`src/rtl/si570_pkg.sv`:
```
// Purpose : Si570 register map, I2C command formats and the RFREQ/HS_DIV/N1 decode,
//           shared by the readback block and the programming FSM.
// Latency : n/a (constants, types and pure functions only).
// Backpressure: n/a.
package si570_pkg;

    localparam logic [6:0] SI570_ADDR = 7'h5d;
    localparam logic [6:0] MUX_ADDR   = 7'h74;
    localparam logic [7:0] MUX_CHAN   = 8'h01;
    localparam logic [7:0] REG_BASE   = 8'h07;
    localparam logic [3:0] OP_WR      = 4'h2;
    localparam logic [3:0] OP_RD      = 4'h4;

    // {valid, opcode, 7-bit address, r/w, register/data byte, 16-bit payload}
    typedef logic [36:0] i2c_cmd_t;

    // Raw frequency registers 7..12; element 0 holds reg 7.
    typedef logic [5:0][7:0] si570_regs_t;

    typedef enum logic [2:0] {
        ST_IDLE,
        ST_START,
        ST_I2CSW,
        ST_RD,
        ST_COMMIT,
        ST_FAIL
    } rb_state_e;

    typedef struct packed {
        logic [2:0]  hs_div;
        logic [6:0]  n1;
        logic [37:0] rfreq;
    } si570_fields_t;

    // Selects the Si570 channel on the I2C mux.
    function automatic i2c_cmd_t si570_mux_cmd();
        return {1'b1, OP_WR, MUX_ADDR, 1'b0, MUX_CHAN, 16'h0000};
    endfunction

    // Single-byte read of one Si570 register.
    function automatic i2c_cmd_t si570_rd_cmd(input logic [7:0] reg_addr);
        return {1'b1, OP_RD, SI570_ADDR, 1'b1, reg_addr, 16'h0000};
    endfunction

    // N1 and RFREQ straddle register boundaries, so they are rebuilt from
    // adjacent bytes rather than taken from a single register.
    function automatic si570_fields_t si570_decode(input si570_regs_t regs);
        si570_fields_t f;
        f.hs_div = regs[0][7:5];
        f.n1     = {regs[0][4:0], regs[1][7:6]};
        f.rfreq  = {regs[1][5:0], regs[2], regs[3], regs[4], regs[5]};
        return f;
    endfunction

endpackage

```
`src/rtl/si570_readback.sv`:
```
// Purpose : Opens the I2C mux, reads Si570 regs 7..12 one byte at a time and commits
//           HS_DIV/N1/RFREQ atomically once all six bytes have arrived.
// Latency : i2cstart 3 cycles after start (engine idle); done 1 cycle after COMMIT/FAIL.
// Backpressure: each command holds until cnt>CNT and ~i2cbusy; start while busy is dropped.
//
// Ports:
//   clk, rst_n          clock, asynchronous active-low reset
//   start/busy/done/err request, in-progress, completion pulse, timeout flag
//   i2ccmd/i2cstart     command word and one-cycle strobe to the shared I2C engine
//   i2cbusy             engine busy
//   i2crdata/i2crvalid  read byte and its qualifying strobe
//   hs_div_now, n1_now, rfreq_now, newnow   decoded fields and per-register freshness
module si570_readback
    import si570_pkg::*;
#(
    parameter logic [15:0] CNT     = 16'd5,
    parameter logic [15:0] TIMEOUT = 16'd50000,
    parameter logic [31:0] POLL    = 32'd0
) (
    input  logic        clk,
    input  logic        rst_n,
    input  logic        start,
    output logic        busy,
    output logic        done,
    output logic        err,
    output logic [36:0] i2ccmd,
    output logic        i2cstart,
    input  logic        i2cbusy,
    input  logic [7:0]  i2crdata,
    input  logic        i2crvalid,
    output logic [2:0]  hs_div_now,
    output logic [6:0]  n1_now,
    output logic [37:0] rfreq_now,
    output logic [5:0]  newnow
);

    rb_state_e     state_q;
    logic [15:0]   cnt_q;
    logic [15:0]   cnt_d;
    logic [31:0]   poll_q;
    logic [2:0]    idx_q;
    logic          got_q;
    logic          start_q;
    si570_regs_t   shadow_q;
    si570_fields_t fields_q;
    logic          busy_q;
    logic          done_q;
    logic          err_q;
    logic          i2cstart_q;
    i2c_cmd_t      i2ccmd_q;
    logic [5:0]    newnow_q;
    logic          poll_hit;
    logic [2:0]    idx_nxt;

    // Saturating dwell counter; transitions below override it with zero.
    assign cnt_d    = (cnt_q == 16'hffff) ? cnt_q : cnt_q + 16'd1;
    assign poll_hit = (POLL != 32'd0) && (poll_q == POLL - 32'd1);
    assign idx_nxt  = idx_q + 3'd1;

    always_ff @(posedge clk or negedge rst_n) begin
        if (!rst_n) begin
            state_q    <= ST_IDLE;
            cnt_q      <= '0;
            poll_q     <= '0;
            idx_q      <= '0;
            got_q      <= 1'b0;
            start_q    <= 1'b0;
            shadow_q   <= '0;
            fields_q   <= '0;
            busy_q     <= 1'b0;
            done_q     <= 1'b0;
            err_q      <= 1'b0;
            i2cstart_q <= 1'b0;
            i2ccmd_q   <= '0;
            newnow_q   <= '0;
        end else begin
            done_q     <= 1'b0;
            i2cstart_q <= 1'b0;
            cnt_q      <= (state_q == ST_IDLE) ? 16'd0 : cnt_d;
            poll_q     <= '0;

            // A request is only accepted while idle; busy rises with start_q so
            // a second request in the following cycles is dropped, not queued.
            start_q <= start & ~busy_q;
            if (start && !busy_q) begin
                busy_q <= 1'b1;
            end

            case (state_q)
                ST_IDLE: begin
                    poll_q <= poll_q + 32'd1;
                    if (start_q || poll_hit) begin
                        state_q <= ST_START;
                        busy_q  <= 1'b1;
                        poll_q  <= '0;
                    end
                end

                ST_START: begin
                    newnow_q <= '0;
                    err_q    <= 1'b0;
                    idx_q    <= '0;
                    got_q    <= 1'b0;
                    if (!i2cbusy) begin
                        state_q    <= ST_I2CSW;
                        cnt_q      <= '0;
                        i2cstart_q <= 1'b1;
                        i2ccmd_q   <= si570_mux_cmd();
                    end
                end

                ST_I2CSW: begin
                    if (cnt_q > CNT && !i2cbusy) begin
                        state_q    <= ST_RD;
                        cnt_q      <= '0;
                        i2cstart_q <= 1'b1;
                        i2ccmd_q   <= si570_rd_cmd(REG_BASE + {5'd0, idx_q});
                    end
                end

                ST_RD: begin
                    // Only the first byte of a visit counts; echoes are ignored.
                    if (i2crvalid && !got_q) begin
                        shadow_q[idx_q] <= i2crdata;
                        got_q           <= 1'b1;
                    end
                    if (got_q && cnt_q > CNT && !i2cbusy) begin
                        newnow_q[idx_q] <= 1'b1;
                        got_q           <= 1'b0;
                        cnt_q           <= '0;
                        if (idx_q == 3'd5) begin
                            state_q  <= ST_COMMIT;
                            i2ccmd_q <= '0;
                        end else begin
                            // Re-entering RD restarts the dwell count and re-strobes.
                            idx_q      <= idx_nxt;
                            i2cstart_q <= 1'b1;
                            i2ccmd_q   <= si570_rd_cmd(REG_BASE + {5'd0, idx_nxt});
                        end
                    end else if (!got_q && !i2crvalid && cnt_q >= TIMEOUT) begin
                        state_q  <= ST_FAIL;
                        cnt_q    <= '0;
                        i2ccmd_q <= '0;
                    end
                end

                ST_COMMIT: begin
                    fields_q <= si570_decode(shadow_q);
                    done_q   <= 1'b1;
                    busy_q   <= 1'b0;
                    state_q  <= ST_IDLE;
                    cnt_q    <= '0;
                end

                ST_FAIL: begin
                    // Fields keep the last good values; newnow keeps earned bits.
                    err_q   <= 1'b1;
                    done_q  <= 1'b1;
                    busy_q  <= 1'b0;
                    state_q <= ST_IDLE;
                    cnt_q   <= '0;
                end

                default: begin
                    state_q <= ST_IDLE;
                end
            endcase
        end
    end

    assign busy       = busy_q;
    assign done       = done_q;
    assign err        = err_q;
    assign i2ccmd     = i2ccmd_q;
    assign i2cstart   = i2cstart_q;
    assign hs_div_now = fields_q.hs_div;
    assign n1_now     = fields_q.n1;
    assign rfreq_now  = fields_q.rfreq;
    assign newnow     = newnow_q;

endmodule

```
`config.mk`:
```
export PLATFORM = sky130hd
export DESIGN_NAME = si570_readback
export DESIGN_NICKNAME = d
export VERILOG_FILES = /design/src/rtl/si570_pkg.sv /design/src/rtl/si570_readback.sv
export SDC_FILE = /design/constraint.sdc
export NUM_CORES = 1
export LEC_CHECK = 0
export CAP_MARGIN = 10
export CORE_ASPECT_RATIO = 1.75
export CORE_MARGIN = 3
export CORE_UTILIZATION = 65
export CTS_BUF_LIST = sky130_fd_sc_hd__clkbuf_16
export DETAILED_ROUTE_END_ITERATION = 12
export DONT_BUFFER_PORTS = 1
export PLACE_DENSITY = 0.85
export SKIP_LAST_GASP = 1
export SYNTH_ARGS = -nofsm -noshare
export SYNTH_HDL_FRONTEND = slang
export SYNTH_SLANG_ARGS = --single-unit
```
`constraint.sdc`:
```
create_clock -name clk -period 3.6 [get_ports clk]
set_clock_uncertainty 0.2 [all_clocks]
set_input_delay 0.9 -clock clk [delete_from_list [all_inputs] [get_ports clk]]
set_output_delay 0.9 -clock clk [all_outputs]
set_load 0.02 [all_outputs]
```
==> results of run 1 <==
## power by group
group / internal, uW / total [uW] / switching, uW
clock network: 1090 / 1770 / 677
logic: 459 / 988 / 529
registers: 1880 / 2400 / 525
total: 3430 / 5160 / 1730
## metal layers
metal	vias up	wire, um
met1	1949	5028
li1	1632	-
met5	-	0
met2	160	7679
met4	0	348
met3	27	799
## cells in the final DEF, fill, tap and decap left out, types with 4 or more instances in the layout
cell        count
dfrtp_1       137
mux2_2         97
nor2_1         38
conb_1         23
nand2_1        17
nand3_1        17
clkbuf_16      17
a21oi_1        15
o21ai_0        11
xor2_1          9
inv_1           6
nor2b_1         6
and3_1          6
ha_1            6
nor3_1          5
nand2_2         4
clkinvlp_4      4
## synth_stat cells, types with 4 or more instances
library cell	count	area (um2)
mux2_2	97	1092
dfrtp_1	137	3428
nand2_2	4	25.02
buf_2	12	60.06
inv_1	6	22.52
o21ai_0	11	55.05
and3_1	6	37.54
nor3_1	5	25.02
xor2_1	9	78.83
ha_1	6	75.07
nor2_1	38	142.6
buf_4	30	225.2
nand3_1	17	85.08
nand2_1	17	63.81
a21oi_1	15	75.07
nor2b_1	7	43.79
## through the flow
step / setup slack, ns / cells / hold slack, ns / total power, uW
floorplan: 1.277 / 503 / 0.2736 / 3186
global placement: 1.059 / 579 / 0.2808 / 3286
detailed placement: 0.9774 / 579 / 0.2902 / 3371
CTS: 1.010 / 610 / -0.03420 / 5171
global route: 0.8419 / 610 / -0.03988 / 5392
finish: 1.020 / 610 / -0.01854 / 5158
## cell type report
type	count	area (um2)	share of cell area (%)
well taps	120	150.1	2.262
flip-flops and latches	137	3428	51.65
inverters	7	26.28	0.3959
multi-input cells	314	2426	36.55
clock buffers	17	425.4	6.409
clock inverters	14	173.9	2.620
repair buffers	1	7.507	0.1131
## cell families (layout without fill, tap and decap cells)
group,count (synthesis),in the layout,synth area share [%]
compound gates,55,55,6.344
fa+ha+maj,6,6,1.232
other cells,1,23,0.06153
mux,99,99,18.27
flops,137,137,56.25
simple gates,119,119,10.70
xor+xnor,12,12,1.725
buf+inv,52,39,5.420
## path summary, 6_finish.rpt
path | from | to | slack (ns)
max | state_q[0] | shadow_q[29] | 1.02
min | rst_n | rfreq_now[31] | -0.02
max reg2reg | state_q[0] | shadow_q[29] | 1.02
min reg2reg | shadow_q[47] | shadow_q[47] | 0.31
max in group asynchronous | rst_n | shadow_q[26] | 3.04
min in group clk | shadow_q[47] | shadow_q[47] | 0.31
## worst reg2reg max path, delay by kind of cell (launching register included)
family           cells  cell delay (ns)
and+or+nand+nor      4             1.23
DFF                  1             0.65
muxes                1             0.38
## state kept, by name, summed over array words and instances (netlist names)
register    cells
shadow_q       48
rfreq_now      38
cnt_q          16
i2ccmd          7
n1_now          7
newnow          6
hs_div_now      3
idx_q           3
state_q         3
busy            1
done            1
err             1
got_q           1
i2cstart        1
start_q         1
==> key figures, run 1 <==
Run status
  • Run status: finished with violations
  • Failing checks: negative hold slack

Setup path
  • Critical Path Start Type: flop
  • CP Buf/Inv Count: 0
  • CP arrival: 2.67 ns
  • Critical Path RT: 3.69 ns
  • Slowest stage delay, CP: 0.65 ns
  • R2R depth: 5
  • Crit. End Element: flop
  • CP max stage cell: dfrtp_1
  • Crit Path Category: flop to flop
  • Top delay family on crit path: simple AND/OR/NAND/NOR gates
  • Critical path peak fanout: 14
  • Stages on worst setup path: 5
  • Cells along the critical path: and2b_2, nand2_4, nor3b_4, nand3_2, mux2_2

STA
  • Setup violators final: 0
  • Hold Fails Final Rpt: 66
  • RSZ-0062 raised after global routing: no
  • Max-slew violation count: 0
  • Measured slew at the worst slew-check pin: 0.7607 ns
  • Fin crit period: 2.580 ns
  • Max-slew headroom: 49.28%
  • Worst hold margin: -0.01854 ns
  • Max Freq: 0.3875 GHz
  • Final TNS setup: 0 ns
  • Final worst-path cycle share: 71.68%

Detailed routing
  • Drt initial violations: 227
  • Wire per inst: 22.71 um
  • Vias: 3768
  • Post-DR vias/cell: 6.177
  • # DRC: 0
  • Total Wirelength: 13860 um
  • ANT nets after route: 0
  • Pre-antenna DRT Iters: 5

GRT
  • First-pass GRT wire length: 22200 um
  • Initial antenna violation count: 0
  • Routing usage on met1: 31.10%
  • Largest net degree at the start of global routing: 138
  • Tot GR Track Use: 27.70%
  • Met3 Usage GRT: 7.124%
  • Vias in the first global route: 4030
  • Overflow after GRT: 0
  • Routing usage on met2: 49.95%
  • Busiest layer in global routing: met2

CTS
  • CTS resizes: 0
  • CTS max path bufs: 2
  • Clock tree sinks: 137
  • Clock transition at path regs: 0.06 ns
  • CTS tree: done
  • Root buf cell: clkbuf_16
  • Setup Fix Bufs, Post-CTS: 0
  • H-tree depth: 4
  • Clk Latency, worst-skew pair: 0.41 ns
  • TritonCTS Buffers: 17

Synth
  • Syn. warnings: 0
  • Number of flops mapped to enable cells by yosys: 0
  • Post-synth top flop: dfrtp_1
  • Synthesized area: 0.006095 mm2
  • Yosys cell types: 61
  • #FFs+latches synth: 137
  • Syn Area/Cell: 12.67 um2
  • Asr flop ratio synth: 100.0%
  • Post-Synthesis Cells: 481
  • Post-synthesis sequential area ratio: 56.25%

Final layout
  • Layout Area Growth over Synthesis: 8.910%
  • Finished Core Util: 72.99%
  • N_diodes: 0
  • # nets final: 497
  • Filler cell count: 567
  • Cell area after layout: 0.006638 mm2
  • Share of cells above drive strength 1: 30.61%

Power and ir drop
  • Leak pwr: 0.003186 uW
  • Worst ir drop on vdd: 0.7213 mV
  • Pwr Density: 777.1 mW/mm2

Job
  • Max cap viols: 0

Floorplanning
  • Die ar.: 0.01062 mm2
  • Die W: 79.20 um
  • Top Ports: 108
  • FP Rows: 46
  • Initial Utilization: 67.02%
  • Core area: 0.009094 mm2
  • Die Y: 134.1 um

Placed design
  • Final GP Congestion: 0.9261
  • Cell Area, Placed: 0.006038 mm2
  • HPWL Detailed: 8796 um
  • IO Port Bufs: 0

Worst hold path
  • HP Class: input port to asynchronous set/reset pin
Note: power is estimated with default switching activity, not from simulation.
==> run 2, diff against run 1 <==
Settings changed: CORE_UTILIZATION 65 to 63, PLACE_DENSITY 0.85 to 0.83.
Clock period 3.6 ns to 2.6 ns, I/O delays scaled along.
==> run 2 against run 1 <==
Maximum frequency is 10% higher. Core utilization shrank 1.1 points. Global-route usage decreased by 3.7 points. The run still ends with negative hold slack left. Clock-buffer cell count did not move. Worst setup slack worse by 0.76 ns. Final area is 0.30% higher. Routed wire length decreased by 11%. Worst hold slack got worse by 0.25 ns. Power grew 36%. Critical path type unchanged. Non-clock buffer count rose by 4. Largest power group unchanged. Combinational power grew 47%. Critical path depth is 3 higher.
==> key figures, run 2 (synthesis results as in run 1) <==
Setup path
  • Critical Path Start Type: flop
  • Cells along the critical path: inv_1, ha_1, nor3b_2, or4_4, nor2_1, o22ai_1, nand3b_2, mux2_1
  • Slowest stage delay, CP: 0.43 ns (-0.22 ns)
  • Crit Path Category: flop to flop
  • CP arrival: 2.44 ns (-0.23 ns)
  • Crit. End Element: flop
  • CP max stage cell: dfrtp_1
  • Critical path peak fanout: 8 (-6)
  • Critical Path RT: 2.69 ns (-1.00 ns)

Floorplanning
  • FP Rows: 46 (unchanged)
  • Die Y: 136.1 um (+1.5%)
  • Core area: 0.009266 mm2 (+1.9%)
  • Die W: 80.35 um (+1.5%)
  • Die ar.: 0.01094 mm2 (+3.0%)
  • Initial Utilization: 65.77% (-1.2 points)
  • Top Ports: 108 (unchanged)

Detailed routing
  • Vias: 3634 (-3.6%)
  • Wire per inst: 20.07 um (-12%)
  • Drt initial violations: 292 (+29%)
  • Pre-antenna DRT Iters: 4 (-1)
  • Total Wirelength: 12350 um (-11%)
  • ANT nets after route: 0 (unchanged)
  • # DRC: 0 (unchanged)
  • Post-DR vias/cell: 5.909 (-4.3%)

STA
  • RSZ-0062 raised after global routing: no
  • Hold Fails Final Rpt: 137 (+110%)
  • Max-slew violation count: 0 (unchanged)
  • Setup violators final: 0 (unchanged)
  • Final TNS setup: 0 ns (unchanged)
  • Max Freq: 0.4269 GHz (+10%)
  • Final worst-path cycle share: 90.09% (+18 points)
  • Fin crit period: 2.342 ns (-0.2380 ns)
  • Worst hold margin: -0.2676 ns (-0.2490 ns)
  • Max-slew headroom: 47.39% (-1.9 points)
  • Measured slew at the worst slew-check pin: 0.7892 ns (+0.02848 ns)

Placed design
  • Cell Area, Placed: 0.006081 mm2 (+0.70%)
  • HPWL Detailed: 8407 um (-4.4%)
  • Placed Cells incl. Taps: 583 (+0.69%)
  • Final GP Congestion: 0.8693 (-6.1%)
  • IO Port Bufs: 0 (unchanged)

Final layout
  • Max FFs per register: 48 (unchanged)
  • Cell area after layout: 0.006658 mm2 (+0.30%)
  • N_diodes: 0 (unchanged)
  • Layout Area Growth over Synthesis: 9.238%
  • Biggest register: shadow_q
  • # nets final: 501 (+0.80%)
  • Most common cell after layout, fill and taps aside: dfrtp_1
  • Most frequent cells in the layout: 137 x dfrtp_1, 97 x mux2_2, 38 x nor2_1
  • Fin cells: 615 (+0.82%)
  • Share of cells above drive strength 1: 30.71% (+0.095 points)

Run status
  • Run status: finished with violations
  • Failing checks: negative hold slack

CTS
  • Clk Latency, worst-skew pair: 0.41 ns (about the same)
  • CTS max path bufs: 2 (unchanged)
  • Setup Fix Bufs, Post-CTS: 0 (unchanged)
  • Root buf cell: clkbuf_16
  • CTS tree: done
  • CTS resizes: 0 (unchanged)
  • Clock transition at path regs: 0.06 ns (about the same)
  • H-tree depth: 4 (unchanged)
  • Clock tree sinks: 137 (unchanged)
  • TritonCTS Buffers: 17 (unchanged)

Power and ir drop
  • Pwr Density: 1051 mW/mm2 (+35%)
  • Flop pwr share: 46.2% (-0.4 points)
  • Combinational power share: 20.7% (+1.6 points)
  • Worst ir drop on vdd: 0.9291 mV (+29%)
  • NetSw: 2309 uW (+33%)
  • Sw frac: 32.98% (-0.57 points)
  • Leak pwr: 0.003195 uW (+0.29%)
  • Pint: 4691 uW (+37%)
  • Clock power share: 33.0% (-1.3 points)

GRT
  • Largest net degree at the start of global routing: 138 (unchanged)
  • First-pass GRT wire length: 19820 um (-11%)
  • Vias in the first global route: 3772 (-6.4%)
  • Initial antenna violation count: 0 (unchanged)
  • Overflow after GRT: 0 (unchanged)
  • Tot GR Track Use: 24.04% (-3.7 points)

Worst hold path
  • HP Class: input port to asynchronous set/reset pin

Job
  • Max cap viols: 0 (unchanged)
[run 2: cell types whose count changed in the layout (fill, tap and decap cells not counted)]
cell / delta
bufinv_16: -1
inv_1: +2
buf_12: +1
clkinv_1: +1
buf_4: +3
clkinv_4: -1
clkinv_2: -2
clkinvlp_4: +2
[run 2: through the flow]
stage               setup slack, ns  utilization, %  total power, uW
finish                       0.2576           71.85             7000
CTS                          0.2415           71.85             7036
floorplan                    0.4529               -             4411
detailed placement           0.2590           65.62             4699
global route                0.08447           71.85             7344
global placement             0.2824           65.62             4622
[run 2: power groups by stage]
stage               clock network [uW]  registers, uW  logic [uW]
floorplan                            0           3070        1340
global placement                     0           3240        1380
detailed placement                   0           3260        1440
CTS                               2340           3230        1460
global route                      2440           3300        1610
finish                            2310           3230        1450
[run 2: cell type report]
type | count | area, um2
fillers | 615 | 2609
flip-flops and latches | 137 | 3428
repair buffers | 5 | 50.05
inverters | 7 | 26.28
multi-input cells | 314 | 2426
well taps | 120 | 150.1
clock inverters | 15 | 151.4
clock buffers | 17 | 425.4
[run 2: critical path: cells and delay by family (launching register included)]
kind / cells / cell delay [ns]
mux: 1 / 0.34
simple gates: 4 / 0.88
compound gates: 1 / 0.12
buf+inv: 1 / 0.08
flops: 1 / 0.43
fa+ha+maj: 1 / 0.17
[run 2: path summary, 6_finish.rpt]
path                            endpoint  slack [ns]          from  cells after the start
min in group clk                i2cstart        0.16       i2cbusy                      1
setup reg to reg              i2ccmd[16]        0.26      cnt_q[0]                      8
hold reg to reg            rfreq_now[18]        0.30  shadow_q[26]                      1
max in group asynchronous      newnow[1]        2.31         rst_n                      0
setup / recovery              i2ccmd[16]        0.26      cnt_q[0]                      8
hold / removal             rfreq_now[25]       -0.27         rst_n                      0
[run 2: per-layer routing]
layer | wire length (um) | part of all wire (%) | up-vias | GRT usage (%)
met5 | 0 | 0 | - | 0
met4 | 376 | 3.0 | 0 | 10.34
met3 | 611 | 4.9 | 25 | 6.631
met2 | 6754 | 55 | 107 | 42.48
met1 | 4604 | 37 | 1844 | 26.60
li1 | - | - | 1658 | -
